**config.mk**
```make
export PLATFORM = sky130hd
export DESIGN_NAME = mms_frame_tracker
export DESIGN_NICKNAME = d
export VERILOG_FILES = /design/src/rtl/mms_frame_tracker.sv
export SDC_FILE = /design/constraint.sdc
export NUM_CORES = 1
export LEC_CHECK = 0
export CAP_MARGIN = 0
export CELL_PAD_IN_SITES_DETAIL_PLACEMENT = 1
export CELL_PAD_IN_SITES_GLOBAL_PLACEMENT = 2
export CORE_ASPECT_RATIO = 0.7
export CORE_MARGIN = 2
export CORE_UTILIZATION = 29
export CTS_BUF_LIST = sky130_fd_sc_hd__clkbuf_8 sky130_fd_sc_hd__clkbuf_16
export DETAILED_ROUTE_END_ITERATION = 10
export MAX_ROUTING_LAYER = met4
export PLACE_DENSITY = 0.83
export SLEW_MARGIN = 20
export SYNTH_ARGS = -nofsm -noshare
export SYNTH_HDL_FRONTEND = slang
export SYNTH_SLANG_ARGS = --single-unit
```
**constraint.sdc**
```tcl
create_clock -name clk -period 2.7 [get_ports clk]
set_input_delay 0.675 -clock clk [delete_from_list [all_inputs] [get_ports clk]]
set_output_delay 0.675 -clock clk [all_outputs]
set_load 0.005 [all_outputs]
```
**src/rtl/mms_frame_tracker.sv**
```systemverilog
// mms_frame_tracker
//   Serial front-end for the max/min selector family. Accepts one unsigned
//   operand per beat over valid/ready, groups FRAME_LEN beats into a frame,
//   and tracks the running maximum (select=1) or minimum (select=0) together
//   with the 0-based beat position where it first occurred. The finished
//   result is held on result/result_idx with out_valid until out_ready.
//
// Ports
//   clk         rising-edge clock
//   reset       asynchronous active-high reset
//   select      1 = max, 0 = min; sampled on the first beat of a frame
//   in_valid    in_data valid
//   in_data     operand (DATA_W)
//   in_ready    beat can be accepted (IDLE/ACC)
//   out_valid   result/result_idx hold a completed frame
//   out_ready   downstream consumes the result
//   result      frame max/min (DATA_W)
//   result_idx  position of result within the frame (IDX_W)
//   busy        frame partially accumulated
module mms_frame_tracker #(
    parameter int DATA_W    = 8,
    parameter int FRAME_LEN = 8,
    parameter int IDX_W     = 3
) (
    input  logic              clk,
    input  logic              reset,
    input  logic              select,
    input  logic              in_valid,
    input  logic [DATA_W-1:0] in_data,
    output logic              in_ready,
    output logic              out_valid,
    input  logic              out_ready,
    output logic [DATA_W-1:0] result,
    output logic [IDX_W-1:0]  result_idx,
    output logic              busy
);

    typedef enum logic [1:0] {IDLE, ACC, HOLD} state_t;

    // Position of the final beat; count_q equals this when the last beat arrives.
    localparam logic [IDX_W-1:0] LAST = IDX_W'(FRAME_LEN - 1);

    state_t            state_q, state_d;
    logic [DATA_W-1:0] best_q, best_d;
    logic [IDX_W-1:0]  idx_q, idx_d;
    logic [IDX_W-1:0]  count_q, count_d;
    logic              sel_q, sel_d;
    logic              ov_q, ov_d;

    logic beat;
    logic better;

    // in_ready depends on state alone so it can never loop back through in_valid.
    assign in_ready = (state_q != HOLD);
    assign beat     = in_valid && in_ready;
    // Strict compare: ties keep the earlier position.
    assign better   = sel_q ? (in_data > best_q) : (in_data < best_q);

    always_ff @(posedge clk or posedge reset) begin
        if (reset) begin
            state_q <= IDLE;
            best_q  <= '0;
            idx_q   <= '0;
            count_q <= '0;
            sel_q   <= 1'b0;
            ov_q    <= 1'b0;
        end else begin
            state_q <= state_d;
            best_q  <= best_d;
            idx_q   <= idx_d;
            count_q <= count_d;
            sel_q   <= sel_d;
            ov_q    <= ov_d;
        end
    end

    always_comb begin
        state_d = state_q;
        best_d  = best_q;
        idx_d   = idx_q;
        count_d = count_q;
        sel_d   = sel_q;
        ov_d    = ov_q;
        unique case (state_q)
            IDLE: begin
                if (beat) begin
                    best_d  = in_data;
                    idx_d   = '0;
                    count_d = IDX_W'(1);
                    sel_d   = select;
                    state_d = ACC;
                end
            end
            ACC: begin
                if (beat) begin
                    if (better) begin
                        best_d = in_data;
                        idx_d  = count_q;
                    end
                    count_d = count_q + IDX_W'(1);
                    if (count_q == LAST) begin
                        count_d = '0;
                        ov_d    = 1'b1;
                        state_d = HOLD;
                    end
                end
            end
            HOLD: begin
                if (out_ready) begin
                    ov_d    = 1'b0;
                    state_d = IDLE;
                end
            end
            default: begin
                ov_d    = 1'b0;
                state_d = IDLE;
            end
        endcase
    end

    assign out_valid  = ov_q;
    assign result     = best_q;
    assign result_idx = idx_q;
    assign busy       = (state_q == ACC);

endmodule

```
==> flow_summary.ini <==
[run_status]
status = finished clean

[yosys]
synthTopCellsByArea = dfrtp_1 (44%), ha_1 (12%), mux2_2 (11%)
synth_edf_count = 0
syn-num-nets = 119
ys_seq_area_share_pct = 44.3
synth_top_area_share_pct = 44.3
synthXorXnorAreaFrac_pct = 0
synth_top_family_by_area = multiplexers
synth_compound_area_share_pct = 9.61
avgSynthCellArea_um2 = 10.6
yosys.area_share.adder_pct = 12.3
ys_warn_count = 0
synthFlopType = dfrtp_1
syn_area_um2 = 1020
syn_inst = 96
synthArstFlopShare_pct = 100
synth_top_area_cell = dfrtp_1
postSynthRegisterBits = 18
yosys.area_share.simple_pct = 12.3
yosys-mux-area-fraction_pct = 14.0
synth_cell_types = 26

[global_routing]
grt_pass1_vias = 831
grt_use_total_pct = 14.8
grt_max_degree = 19
grt_pass1_wl_um = 4150
grt-ovfl-total = 0
antenna_found_initial = 0

[critical_path]
crit_buf_inv = 2
worst_path_largest_cell_delay_ns = 0.46
worstSetupEndpointType = flop
worstPathMaxFanout = 6
crit_path_top_delay_cell = or4b_1
worstPathRequired_ns = 2.83
rrSetupSlack_ns = 0.42
r2r_start = result[3]$_DFFE_PP0P_
reg2reg_depth = 8
crit_start = in_data[3]
crit_path_cell_trace = dlygate4sd2_1 > ha_1 > and4_4 > or4b_1 > a21o_1 > o211ai_4 > buf_6 > mux2_2
critical_path.endpoint = result[7]$_DFFE_PP0P_
critical_path_class = primary input to flop
cp.depth = 8
critPathTopFamily = simple AND/OR/NAND/NOR gates
r2r_end = result[7]$_DFFE_PP0P_
start_kind = primary input
arrival_ns = 2.66

[floorplanning]
fp-row-count = 17
die_h_um = 53.5
ios = 27
chipWidth_um = 74.7
start_util_pct = 31.2
dieArea_um2 = 4000
core-area_um2 = 3250

[cts]
ctsLongestPathBuffers = 2
cts_made_buffers = 3
cts_tree = built
cts-root-buf = clkbuf_8
clk_pin_slew_ns = 0.06
clkLatencyLatePin_ns = 0.25
ctsHoldBuffers = 0
htree_levels = 1
clkSinkCount = 18

[timing]
fin_crit_ns = 2.52
hold_viol = 0
setup_viol = 0
max_freq_mhz = 396
rsz0062_at_grt = no
slew_viol_final = 0
tightest_slew_ns = 0.700
relSlewSlack_pct = 53.3
fin_crit_sh_pct = 93.5
finClkSkew_ns = 0.00562

[drt]
wl_per_cell_um = 14.1
vias = 799
routed_wl_um = 2490
firstDrtPassIters = 4
drt_iter0_markers = 13
ant_nets = 0
remaining_drc_errors = 0
avgViaCountPerCell = 4.51

[final_layout]
instances_no_fill = 177
layout_common_cells = dfrtp_1 (18), clkdlybuf4s50_1 (18), inv_1 (13)
diodes = 0
area_delta_synth_final_pct = 47.5
drive_above_1_share_pct = 23.1
fin_area_um2 = 1500
final_nets = 155

[placement]
hpwl_um = 1910
port_buffers = 26
gp_congestion = 0.766
dpl_cell_area_um2 = 1350
dp.cells = 171

[min_path]
hp-class = flop to flop

[pwr]
total_power_mw = 1.62
power_density_nw_per_um2 = 1080
leakage_nw = 0.693
irDropWorstVdd_uv = 403

[run]
cap_violations = 0
[cell type report]
class                      instances  area, µm²
multi-input combinational         62        567
sequential                        18        450
timing repair buffer              34        333
inverter                          13       48.8
fill                             376       1760
clock buffer                       3       41.3
tap                               47       58.8
[worst min-delay path by stage]
stage / from / end / slack (ns) / depth (start not counted)
final: result_idx[1]$_DFFE_PP0P_ / result_idx[1]$_DFFE_PP0P_ / 0.52 / 2
after global placement: count_q[1]$_DFFE_PP0P_ / count_q[1]$_DFFE_PP0P_ / 0.50 / 2
after detailed placement: result_idx[0]$_DFFE_PP0P_ / result_idx[0]$_DFFE_PP0P_ / 0.51 / 2
after global routing: result_idx[2]$_DFFE_PP0P_ / result_idx[2]$_DFFE_PP0P_ / 0.57 / 2
after CTS: result_idx[1]$_DFFE_PP0P_ / result_idx[1]$_DFFE_PP0P_ / 0.53 / 2
after floorplan: state_q[1]$_DFFE_PP0P_ / state_q[0]$_DFFE_PP0P_ / 0.47 / 1
[sequential cells by signal, summed over array words and instances, names as in the netlist]
register / cells
count_q: 3
out_valid: 1
result: 8
result_idx: 3
sel_q: 1
state_q: 2
[Yosys cell counts, drive strengths merged, types with 2 or more instances]
master / n
buf: 2
mux2: 10
nand2: 9
ha: 10
a21oi: 4
nor2: 3
o21ai: 7
dfrtp: 18
mux2i: 3
o211ai: 2
nand2b: 2
inv: 13
[power by group]
part           total [mW]  internal (mW)  switching, mW
Combinational       0.931          0.566          0.365
Clock               0.183         0.0989         0.0845
Sequential          0.510          0.401          0.109
Total                1.62           1.07          0.558
[routing by layer]
layer  vias up  share of wire [%]  track usage [%]
met5         -                  0                -
met4         0               0.92             3.57
met3         2                3.6             3.62
met2        16                 46             24.6
met1       383                 49             18.2
li1        398                  -                -
[through the flow]
stage	utilization, %	TNS, ns	hold slack (ns)	worst slack [ns]
global route	46.1	0	0.569	0.128
floorplan	-	0	0.470	0.175
finish	46.1	0	0.521	0.176
detailed placement	41.4	-4.81	0.511	-0.456
CTS	44.9	0	0.527	0.0454
global placement	41.4	-4.09	0.499	-0.383
[timing repair]
action | 4_1_cts | 5_1_grt
pin swaps | 5 | 5
setup endpoints to repair | 11 | 11
hold endpoints to repair | 0 | 0
setup buffers | 3 | 0
resized for setup | 14 | 7
[cells by family (layout without fill, tap and decap cells)]
kind of cell / count (synthesis) / count (layout)
simple gates: 23 / 23
fa+ha+maj: 10 / 10
buf+inv: 16 / 50
compound gates: 16 / 16
mux: 13 / 13
flops: 18 / 18
[worst reg2reg max path: cells and delay by family, from the launching register on]
family	cells	cell delay (ns)
multiplexers	1	0.33
buffers and inverters	2	0.21
adder cells (fa/ha/maj)	1	0.30
flip-flops	1	0.37
AO/OA/AOI/OAI	2	0.28
AND/OR/NAND/NOR	2	0.67
Note: power is estimated with default switching activity, not from simulation.
